==> src/rtl/sccpu_pkg.sv <==
// Shared definitions for the sccpu datapath: ALU opcodes used by both the ALU
// and the control unit.
package sccpu_pkg;

  localparam int unsigned DataWidth = 32;

  localparam logic [3:0] ALU_ADD = 4'b0000;
  localparam logic [3:0] ALU_SUB = 4'b0100;
  localparam logic [3:0] ALU_AND = 4'b0001;
  localparam logic [3:0] ALU_OR  = 4'b0101;
  localparam logic [3:0] ALU_XOR = 4'b0010;
  localparam logic [3:0] ALU_LUI = 4'b0110;
  localparam logic [3:0] ALU_SLL = 4'b0011;
  localparam logic [3:0] ALU_SRL = 4'b0111;
  localparam logic [3:0] ALU_SRA = 4'b1111;

  // Low two opcode bits pick the functional group; bit 2 picks within it.
  typedef enum logic [1:0] {
    GrpAddSub = 2'b00,
    GrpAndOr  = 2'b01,
    GrpXorLui = 2'b10,
    GrpShift  = 2'b11
  } alu_grp_e;

endpackage

==> src/rtl/alu_shifter.sv <==
// Combinational 32-bit barrel shifter: left, logical right or arithmetic right.
module alu_shifter
  import sccpu_pkg::*;
(
  input  logic [DataWidth-1:0] d,
  input  logic [4:0]           sa,
  input  logic                 right,
  input  logic                 arith,
  output logic [DataWidth-1:0] y
);

  logic [DataWidth-1:0] stage [6];
  logic                 fill;

  // Right shifts are done as five log-stages; fill bit is the sign only for SRA.
  always_comb begin
    fill     = arith & d[DataWidth-1];
    stage[0] = d;
    for (int i = 0; i < 5; i++) begin
      if (!sa[i]) begin
        stage[i+1] = stage[i];
      end else if (right) begin
        stage[i+1] = (stage[i] >> (1 << i)) |
                     ({DataWidth{fill}} & ~({DataWidth{1'b1}} >> (1 << i)));
      end else begin
        stage[i+1] = stage[i] << (1 << i);
      end
    end
    y = stage[5];
  end

endmodule

==> src/rtl/sccpu_alu.sv <==
// Registered 32-bit ALU for the sccpu datapath; one cycle of latency.
module sccpu_alu
  import sccpu_pkg::*;
(
  input  logic                 clock,
  input  logic                 resetn,
  input  logic [DataWidth-1:0] a,
  input  logic [DataWidth-1:0] b,
  input  logic [3:0]           aluc,
  output logic [DataWidth-1:0] r,
  output logic                 z
);

  logic                 sub;
  logic [DataWidth-1:0] addsub;
  logic [DataWidth-1:0] shifted;
  logic                 shr;
  logic [DataWidth-1:0] r_d;
  logic                 z_d;
  logic [DataWidth-1:0] r_q;
  logic                 z_q;
  alu_grp_e             grp;

  assign grp = alu_grp_e'(aluc[1:0]);
  assign sub = aluc[2];
  // One adder serves ADD and SUB: invert b and carry in one for subtraction.
  assign addsub = a + (b ^ {DataWidth{sub}}) + {{(DataWidth-1){1'b0}}, sub};
  // 1011 is unused and falls back to SLL, so a right shift needs bit 2 set.
  assign shr = aluc[2];

  alu_shifter u_shifter (
    .d     (b),
    .sa    (a[4:0]),
    .right (shr),
    .arith (aluc[3] & aluc[2]),
    .y     (shifted)
  );

  // Select the result for this cycle's opcode and derive the zero flag from it.
  always_comb begin
    r_d = '0;
    unique case (grp)
      GrpAddSub: r_d = addsub;
      GrpAndOr:  r_d = aluc[2] ? (a | b) : (a & b);
      GrpXorLui: r_d = aluc[2] ? {b[15:0], 16'h0000} : (a ^ b);
      GrpShift:  r_d = shifted;
      default:   r_d = '0;
    endcase
    z_d = (r_d == '0);
  end

  // Output register; reset value keeps z consistent with r == 0.
  always_ff @(posedge clock) begin
    if (!resetn) begin
      r_q <= '0;
      z_q <= 1'b1;
    end else begin
      r_q <= r_d;
      z_q <= z_d;
    end
  end

  assign r = r_q;
  assign z = z_q;

endmodule

==> config.mk <==
export PLATFORM = sky130hd
export DESIGN_NAME = sccpu_alu
export DESIGN_NICKNAME = d
export VERILOG_FILES = /design/src/rtl/sccpu_pkg.sv /design/src/rtl/alu_shifter.sv /design/src/rtl/sccpu_alu.sv
export SDC_FILE = /design/constraint.sdc
export NUM_CORES = 1
export LEC_CHECK = 0
export ABC_AREA = 0
export BUFFER_PORTS_ARGS = -buffer_cell sky130_fd_sc_hd__clkbuf_2
export CAP_MARGIN = 20
export CORE_ASPECT_RATIO = 0.5
export CORE_MARGIN = 2
export CORE_UTILIZATION = 33
export DETAILED_ROUTE_END_ITERATION = 12
export PLACE_DENSITY = 0.49
export SLEW_MARGIN = 20
export SYNTH_ARGS = -nofsm -noshare
export SYNTH_HDL_FRONTEND = slang
export SYNTH_SLANG_ARGS = --single-unit
==> constraint.sdc <==
create_clock -name clock -period 7.4 [get_ports clock]
set_clock_uncertainty 0.15 [all_clocks]
set_input_delay 1.11 -clock clock [delete_from_list [all_inputs] [get_ports clock]]
set_output_delay 1.11 -clock clock [all_outputs]
set_load 0.02 [all_outputs]
; ---- Yosys cells after proc, flatten, opt, wreduce, memory -nomap -nowiden
; Cells that the tools add are included.
[op_classes]
addsub = 2
eq_ne = 3
n_mux = 13
n_bitwise = 11
n_reduce_logical = 2
[op_table]
columns = op, count
row1 = 32-bit two-way mux, 12
row2 = 32-bit one-hot mux with 4 select lines, 1
row3 = 32-bit bitwise XOR, 2
row4 = 32-bit by 1-bit adder with 32-bit output, 1
row5 = 32-bit adder, 1
row6 = 32-bit bitwise AND, 1
row7 = 32-bit logical NOT, 1
row8 = 16-bit by 32-bit bitwise OR with 32-bit output, 1
row9 = 24-bit by 32-bit bitwise OR with 32-bit output, 1
row10 = 28-bit by 32-bit bitwise OR with 32-bit output, 1
row11 = 30-bit by 32-bit bitwise OR with 32-bit output, 1
row12 = 31-bit by 32-bit bitwise OR with 32-bit output, 1
row13 = 32-bit bitwise OR, 1
row14 = "2-bit equality test, second input constant", 2
row15 = 1-bit bitwise AND, 2
row16 = "2-bit by 1-bit equality test with 1-bit output, second input constant", 1
row17 = 2-bit logical NOT, 1
[totals]
reg_bits = 33
inputBits = 70
output_inout_bits = 33
elab_cells = 33

; ---- Depth between registers and ports, before layout
; Gate-level depths: netlist of the first run.
[depth]
word_depth = 19
depth_mapped = 25
depth_no_buf = 14

; ---- By module
; From an unflattened synthesis of the first run, not the netlist that was laid out.
[unflattened]
cells_unflattened = 1355
hier_area_um2 = 9400.3
[by_module_without_submodules]
columns = module, n_inst, cells_per_inst, area_each_um2, seq_area_each_um2
row1 = sccpu_alu, 1, 719, 5302.6, 660.6
row2 = alu_shifter, 1, 636, 4097.7, 0.0

; ---- Worst setup path after synthesis of the first run
; OpenSTA, ideal clock, no wires.
[synth_path]
path_kind = input port to flip-flop
from = input aluc[2]
to = register z_q (netlist: z)
setup_time_ns = 0.059
arrival_time_ns = 6.002
required_ns = 7.191
path_slack_ns = 1.189
path_stages = 25
n_path_buf = 12
path_cell_list = buf_6 buf_12 buf_6 buf_2 buf_2 buf_2 buf_2 buf_2 clkbuf_1 buf_2 buf_2 xor2_1 ha_1 clkbuf_1 a21o_1 a21o_1 a221oi_1 a21oi_1 o21ai_0 mux2i_1 nor3_1 nand2_1 nand4b_1 nor4_2 a41o_1
[synth_between]
elab_chain_cells = 19
elab_cells_between_ends = 24
classes_between = add/sub: 2 / mux: 13 / bitwise: 8 / reduce/logical: 1
[synth_rtl]
columns = item, line_no
row1 = start: declaration, sccpu_alu.sv:9  ; input logic [3:0] aluc,
row2 = "parallel branches: the longest is 17 deep, another holds 32-bit adder", --
row3 = 32-bit one-hot mux with 4 select lines (*), sccpu_alu.sv:42  ; unique case (grp)
row4 = 32-bit logical NOT (*), sccpu_alu.sv:49  ; z_d = (r_d == '0);
row5 = end signal: assignment, sccpu_alu.sv:59  ; z_q <= z_d;
row6 = end: declaration, sccpu_alu.sv:21  ; logic z_q;
; Every way passes the cells marked *.
; A chain may end at the register's enable or synchronous reset.

; ---- Final worst setup path of the first run
; Ends and elaborated chain as after synthesis.

==> results of run 1 <==
## path summary, 6_finish.rpt
path                    end
worst max-delay path      z
worst min-delay path  r[28]
## worst max-delay path, cell delays in order
cell and delay (ns):
buf_8 0.62, buf_4 0.52, xor2_1 0.14, ha_1 0.53, nand3_1 0.19, o311ai_0 0.88, o21a_1 0.30, a21oi_1 0.10
or4b_2 0.63, nand3_1 0.19, nor4_2 0.10, a41o_1 0.24
## metal layers
metal,routed length (um),track usage [%]
met3,7230,13.7
met1,24100,46.1
met5,13,0
met2,21000,45.8
met4,924,6.80
## report_power, final
part	internal (uW)	switching (uW)	total, uW
Sequential	198	4.95	203
Clock	142	65.9	208
Combinational	318	629	948
## flip-flops by register name, indices dropped and copies added, names as in the netlist
name / cells
r: 32
z: 1
## cells in the mapped netlist (all sizes together), types with 8 or more instances
cell type,count
a211oi,37
a21o,14
a21oi,86
a22oi,22
a2bb2oi,9
a31oi,29
and2,25
and3,9
buf,56
clkbuf,76
dfxtp,33
ha,95
inv,73
mux2,44
mux2i,48
mux4,37
nand2,115
nand2b,25
nand3,32
nand4,9
nor2,119
nor2b,8
nor3,32
nor4,12
o2111ai,8
o211ai,25
o21a,11
o21ai,64
o221ai,12
o22ai,20
o32ai,10
or3,13
xnor2,12
xor2,35
## final cells by class
class                      count  share of cell area, %
multi-input combinational   1119                   78.5
timing repair buffer         127                   6.63
sequential                    33                   6.17
tap                          391                   4.57
inverter                      75                   2.63
clock buffer                   7                   1.42
clock inverter                 1                 0.0467
antenna                        2                 0.0467
## cells by family (layout without fill, tap and decap cells)
family	Yosys count	count (layout)	synth area share, %
AOI/OAI and AO/OA	418	418	28.9
xor gates and xnor gates	47	47	4.13
adders and majority gates	96	96	12.1
buffers and inverters	207	210	9.15
DFF	33	33	6.63
muxes	129	129	18.2
other	0	2	0
and+or+nand+nor	429	429	20.9
## stage by stage
stage	worst slack, ns	hold WS, ns	cell area, sq um	util, %
floorplan	1.19	1.08	9970	-
global placement	1.61	1.37	10500	35.9
detailed placement	1.52	1.38	10500	35.9
CTS	1.80	1.14	10700	36.5
global route	1.47	1.18	10700	36.5
finish	1.64	1.15	10700	36.5
## layout by cell type (no fill, tap or decap), types with 14 or more instances in the layout
cell and count:
nor2_1 117, nand2_1 114, clkbuf_2 100, ha_1 95, a21oi_1 86, inv_1 71
o21ai_0 62, mux2i_1 48, mux4_2 37, a211oi_1 36, xor2_1 35, mux2_2 34
dfxtp_1 33, nand3_1 32, nor3_1 32, a31oi_1 29, buf_4 26, nand2b_1 25
and2_1 25, o211ai_1 25, a22oi_1 22, o22ai_1 20, a21o_1 14
==> results_dict.tcl, run 1 <==
set metrics [dict create \
    status "finished clean" \
    ant_nets 0 \
    synth_top_area_share_pct 11.9 \
    drtIter0Drc 1527 \
    synthToLayoutAreaGrowth_pct 7.44 \
    dpl.cell_count 1745 \
    rows 44 \
    rsz0062_at_grt "false" \
    setup_viol 0 \
    crit_path_max_fanout 137 \
    port_buffers 102 \
    synth_enable_flop_cells 0 \
    regArea_sq_um 661 \
    drive_gt1_share_pct 17.0 \
    floorplan.initialDensity_pct 34.0 \
    max_freq_mhz 173 \
    hold_path_depth 2 \
    multi_input_area_sq_um 8410 \
    yosysUniqueCellTypes 85 \
    cp.required_ns 7.41 \
    wirelength_mm 53.3 \
    tightestPinTransition_ns 1.16 \
    final_nets 1527 \
    die_w_um 250 \
    synth_top_area_cell "ha_1" \
    cap_violations 0 \
    maxSlewHeadroom_pct 20.8 \
    grt_use_total_pct 32.7 \
    setup_tns_ns 0 \
    post_cts_resized 0 \
    slew_violations 0 \
    cts.sinks 33 \
    hold_class "primary input to flip-flop" \
    crit_path_start "aluc[2]" \
    critical_path_class "primary input to flip-flop" \
    synth_async_sr_flop_share_pct 0 \
    cts_post_setup_buffers_inserted 0 \
    numCtsBuffers 5 \
    power.total_uw 1360 \
    avgSynthCellArea_sq_um 7.34 \
    fin_cells 1755 \
    dpl.hpwl_mm 41.0 \
    cellLeakagePower_uw 0.00454 \
    grt-ovfl-total 0 \
    core_area_sq_um 29300 \
    grt_pass1_vias 10600 \
    crit_path_end_kind "flip-flop" \
    gp_routability_congestion 1.06 \
    die_h_um 127 \
    clockBufferDepth 2 \
    synth-seq-cells 33 \
    antenna_found_initial 3 \
    cts_tree "built" \
    via_count 11500 \
    grt_max_degree 138 \
    wl_per_cell_um 30.4 \
    seq_area_frac_synth_pct 6.63 \
    grt_pass1_wl_mm 76.2 \
    route.detailed.drc 0 \
    worstHoldStart "resetn" \
    clkTransAtPathRegs_ns 0.05 \
    synth_nets 1525 \
    fillerInstances 3150 \
    peakVddDrop_mv 0.0730 \
    cts_root_buf "clkbuf_16" \
    netlist_area_sq_um 9970 \
    fin_crit_sh_pct 77.9 \
    ys.flop_type "dfxtp_1" \
    p_per_area_nw_per_um2 127 \
    hold_buffers 0 \
    yosysWarnings 0 \
    critPathArrivalTime_ns 5.78 \
    drtPass1Iterations 5 \
    hold_viol_final 0 \
    critPathLaunchType "primary input" \
    die_area_sq_um 31700 \
    synth_area_leaders "ha_1, mux4_2, dfxtp_1" \
    h-tree-depth 2 \
    synth_cells 1359 \
    avgViaCountPerCell 6.57 \
    post-route-min-period_ns 5.76 \
    num_io_pins 103 \
]
Note: power is estimated with default switching activity, not from simulation.
==> run 2, diff against run 1 <==
--- a/config.mk
+++ b/config.mk
@@ -12,7 +12,7 @@
 export CORE_MARGIN = 2
 export CORE_UTILIZATION = 33
 export DETAILED_ROUTE_END_ITERATION = 12
-export PLACE_DENSITY = 0.49
+export PLACE_DENSITY = 0.51
 export SLEW_MARGIN = 20
 export SYNTH_ARGS = -nofsm -noshare
 export SYNTH_HDL_FRONTEND = slang
==> constraint.sdc (replaced) <==
create_clock -name clock -period 5.2 [get_ports clock]
set_clock_uncertainty 0.15 [all_clocks]
set_input_delay 0.78 -clock clock [delete_from_list [all_inputs] [get_ports clock]]
set_output_delay 0.78 -clock clock [all_outputs]
set_load 0.02 [all_outputs]
==> run 2 against run 1 <==
Compared with the run above:
- clock power grew 35%
- critical path type unchanged
- combinational power grew 52%
- via count grew 2.5%
- cell count grew 3.5%
==> results_dict.tcl, run 2 (synthesized netlist as in run 1, its figures left out) <==
set metrics [dict create \
    die_area_sq_um 31700 \
    cts.sinks 33 \
    wl_per_cell_um 31.9 \
    cts_root_buf "clkbuf_16" \
    h-tree-depth 2 \
    crit_path_start "a[1]" \
    num_io_pins 103 \
    via_count 11800 \
    fin_crit_sh_pct 89.5 \
    tightestPinTransition_ns 1.03 \
    avgViaCountPerCell 6.50 \
    status "finished clean" \
    dpl.hpwl_mm 46.7 \
    wirelength_mm 57.9 \
    post_dp_cell_area_sq_um 11100 \
    rows 44 \
    cts_post_setup_buffers_inserted 0 \
    post_cts_resized 0 \
    cap_violations 0 \
    final_common_cell "nor2_1" \
    cp.required_ns 5.27 \
    gp_routability_congestion 1.04 \
    hold_buffers 0 \
    port_buffers 102 \
    die_w_um 250 \
    grt_max_degree 67 \
    hold_class "primary input to flip-flop" \
    grt_pass1_vias 11100 \
    crit_path_max_fanout 23 \
    insertedDiodeCount 0 \
    grt-ovfl-total 0 \
    die_h_um 127 \
    cts_tree "built" \
    antenna_found_initial 4 \
    final_area_sq_um 11200 \
    post-route-min-period_ns 4.65 \
    clkTransAtPathRegs_ns 0.06 \
    setup_viol 0 \
    drtIter0Drc 1590 \
    crit_path_frequent_cell "nor4_2" \
    floorplan.initialDensity_pct 34.0 \
    crit_path_end_kind "flip-flop" \
    ant_nets 0 \
    critical_path_class "primary input to flip-flop" \
    slew_violations 0 \
    grt_use_total_pct 35.6 \
    numCtsBuffers 5 \
    synthToLayoutAreaGrowth_pct 12.7 \
    hold_viol_final 0 \
    maxSlewHeadroom_pct 30.9 \
    final_cell_mix "nor2_1, nand2_1, clkbuf_2, ha_1" \
    cpPeakStageDelay_ns 0.70 \
    grt_pass1_wl_mm 81.8 \
    largest_reg_flops 32 \
    crit_slowest_cell "mux4_2" \
    max_freq_mhz 215 \
    clockBufferDepth 2 \
    path_cells "clkbuf_2, buf_4, mux4_2, nor2_1, a2111oi_0, a311oi_1, o32ai_1, nor4_2, o2111a_1, nand2_1, nor4_2, a41o_1" \
    drive_gt1_share_pct 20.8 \
    peakVddDrop_mv 0.108 \
    critPathArrivalTime_ns 4.73 \
    critPathLaunchType "primary input" \
    core_area_sq_um 29300 \
    route.detailed.drc 0 \
    drtPass1Iterations 6 \
    cellLeakagePower_uw 0.00487 \
    critPathCapture "z" \
    rsz0062_at_grt "false" \
    p_per_area_nw_per_um2 179 \
    final_nets 1591 \
    setup_tns_ns 0 \
]
-- run 2: through the flow --
stage | power, uW | worst slack [ns] | hold slack [ns] | util, % | cells
6_report | 2010 | 0.546 | 0.856 | 38.3 | 1817
5_1_grt | 2100 | 0.470 | 0.884 | 38.3 | 1817
4_1_cts | 1960 | 0.604 | 0.834 | 38.3 | 1817
3_5_place_dp | 1670 | 0.314 | 1.05 | 37.8 | 1809
3_3_place_gp | 1680 | 0.389 | 1.05 | 37.8 | 1809
2_1_floorplan | 1160 | 0.0121 | 0.752 | - | 1359
-- run 2: final cells by class --
class / count / area (sq um)
fill: 3156 / 18100
multi-input combinational: 1119 / 8430
timing repair buffer: 191 / 1240
sequential: 33 / 661
tap: 391 / 489
inverter: 75 / 282
clock buffer: 6 / 129
clock inverter: 2 / 10.0
-- run 2: how the worst min path moves through the flow --
stage	slack [ns]	startpoint	end	cells after the start
floorplan	0.75	resetn	r[3]	1
global placement	1.05	r[23]	r[23]	1
detailed placement	1.05	r[27]	r[27]	1
CTS	0.83	resetn	r[16]	2
global route	0.88	resetn	r[9]	2
finish	0.86	resetn	r[9]	2
-- run 2: critical path, delay by kind of cell --
family	cells	cell delay, ns
compound gates	5	1.46
buf+inv	2	0.89
simple gates	4	0.87
mux	1	0.70
-- run 2: power breakdown --
group          switching (uW)  leakage, uW  internal (uW)
sequential               6.83     0.000274            281
clock                     105    0.0000706            175
combinational             941      0.00452            500
-- run 2: metal layers --
layer / GRT usage [%] / wire length (um) / share of wire (%) / up-vias
li1: - / - / - / 5214
met1: 51.7 / 26900 / 47 / 5814
met2: 48.4 / 21900 / 38 / 692
met3: 13.7 / 7810 / 13 / 91
met4: 8.11 / 1220 / 2.1 / 6
met5: 0.902 / 37 / 0.064 / -
==> run 3, diff against run 2 <==
--- a/config.mk
+++ b/config.mk
@@ -12,7 +12,8 @@
 export CORE_MARGIN = 2
 export CORE_UTILIZATION = 33
 export DETAILED_ROUTE_END_ITERATION = 12
-export PLACE_DENSITY = 0.51
+export MAX_ROUTING_LAYER = met4
+export PLACE_DENSITY = 0.49
 export SLEW_MARGIN = 20
 export SYNTH_ARGS = -nofsm -noshare
 export SYNTH_HDL_FRONTEND = slang
==> constraint.sdc (replaced) <==
create_clock -name clock -period 5.95 [get_ports clock]
set_clock_uncertainty 0.15 [all_clocks]
set_input_delay 0.8925 -clock clock [delete_from_list [all_inputs] [get_ports clock]]
set_output_delay 0.8925 -clock clock [all_outputs]
set_load 0.02 [all_outputs]
==> run 3 against run 2 <==
Compared with the run above:
- cell count is 1.1% lower
- flip-flop and latch count stayed put
- clock power is 15% lower
- critical path depth is 1 higher
- sequential share of layout area is 0.11 points higher
==> results_dict.tcl, run 3 (synthesized netlist as in run 1, its figures left out) <==
set metrics [dict create \
    cts_post_setup_buffers_inserted 0 \
    gp_routability_congestion 1.03 \
    avgViaCountPerCell 6.75 \
    crit_path_max_fanout 102 \
    cap_violations 0 \
    clkTransAtPathRegs_ns 0.05 \
    cts.sinks 33 \
    rsz0062_at_grt "false" \
    holdPathEnd "r[26]" \
    post-route-min-period_ns 5.30 \
    ant_nets 0 \
    cp.buffers_inverters 2 \
    hold_buffers 0 \
    whs_ns 0.954 \
    critPathLaunchType "primary input" \
    max_freq_mhz 189 \
    hold_path_depth 2 \
    cpPeakStageDelay_ns 0.75 \
    met2_usage_pct 50.1 \
    die_w_um 250 \
    grt_max_degree 103 \
    cts_tree "built" \
    drtPass1Iterations 6 \
    die_h_um 127 \
    slew_violations 0 \
    dpl.hpwl_mm 45.7 \
    path_delay_family "compound AO/OA/AOI/OAI gates" \
    critical_path_class "primary input to flip-flop" \
    met1_usage_pct 53.7 \
    setup_viol 0 \
    status "finished clean" \
    cellLeakagePower_uw 0.00474 \
    final_cell_mix "nor2_1, nand2_1, clkbuf_2, ha_1, a21oi_1" \
    numCtsBuffers 5 \
    crit_slowest_cell "o21ai_0" \
    grt_pass1_wl_mm 83.0 \
    grt.busiest_layer "met1" \
    die_area_sq_um 31700 \
    synthToLayoutAreaGrowth_pct 10.6 \
    drive_gt1_share_pct 19.3 \
    h-tree-depth 2 \
    hold_viol_final 0 \
    peakVddDrop_mv 0.119 \
    largest_reg_flops 32 \
    post_cts_resized 0 \
    rows 44 \
    grt-ovfl-total 0 \
    worstHoldStart "resetn" \
    floorplan.initialDensity_pct 34.0 \
    drtIter0Drc 1668 \
    fin_crit_sh_pct 89.0 \
    grtUsageMet3_pct 9.85 \
    maxSlewHeadroom_pct 23.0 \
    core_area_sq_um 29300 \
    p_per_area_nw_per_um2 156 \
    setup_tns_ns 0 \
    cts_root_buf "clkbuf_16" \
    grt_use_total_pct 37.0 \
    route.detailed.drc 0 \
    clockBufferDepth 2 \
    tightestPinTransition_ns 1.15 \
    wirelength_mm 58.5 \
    num_io_pins 103 \
    crit_path_end_kind "flip-flop" \
    antenna_found_initial 5 \
    path_cells "buf_8, buf_4, mux2_2, mux4_2, o21ai_0, o221ai_1, o21ai_0, nand2_1, nor4_2, o2111a_1, nand2_1, nor4_2, a41o_1" \
    wl_per_cell_um 32.6 \
    grt_pass1_vias 11100 \
    via_count 12100 \
    final_common_cell "nor2_1" \
    cp.required_ns 6.02 \
    hold_class "primary input to flip-flop" \
    port_buffers 102 \
    final_nets 1570 \
    critPathArrivalTime_ns 5.37 \
]
run 3: cell count changes in the layout (fill, tap and decap cells not counted), sizes merged:
cell / change
buf: -21
diode: +1
run 3: worst max-delay path by stage:
stage	slack, ns	endpoint	startpoint	depth (start not counted)
floorplan	0.04	z	aluc[2]	25
finish	0.65	z	aluc[2]	13
global placement	0.43	z	aluc[2]	13
CTS	0.75	z	aluc[2]	13
global route	0.54	z	aluc[2]	13
detailed placement	0.46	z	aluc[2]	13
run 3: final cells by class:
class,count,area [sq um]
multi-input combinational,1119,8410
tap,391,489
clock buffer,6,129
antenna,1,2.50
sequential,33,661
inverter,75,282
timing repair buffer,170,1050
fill,3162,18300
clock inverter,2,10.0
run 3: through the flow:
step | utilization [%] | setup WS [ns] | instance area, sq um | total power [uW] | instances
floorplan | - | 0.0363 | 9970 | 1000 | 1359
global placement | 37.1 | 0.433 | 10900 | 1440 | 1788
detailed placement | 37.1 | 0.464 | 10900 | 1430 | 1788
CTS | 37.6 | 0.751 | 11000 | 1680 | 1796
global route | 37.6 | 0.542 | 11000 | 1800 | 1797
finish | 37.6 | 0.654 | 11000 | 1720 | 1797
run 3: where the power goes:
| group | internal [uW] | switching (uW) | total [uW] |
|---|---|---|---|
| logic | 419 | 812 | 1230 |
| clock network | 153 | 85.5 | 239 |
| registers | 246 | 6.34 | 252 |
| total | 818 | 904 | 1720 |
run 3: routing by layer:
| layer | vias to the layer above | part of all wire, % | wire [um] |
|---|---|---|---|
| met5 | - | 0 | 0 |
| met1 | 6032 | 47 | 27300 |
| li1 | 5177 | - | - |
| met4 | 0 | 2.2 | 1270 |
| met2 | 827 | 38 | 22500 |
| met3 | 98 | 13 | 7470 |
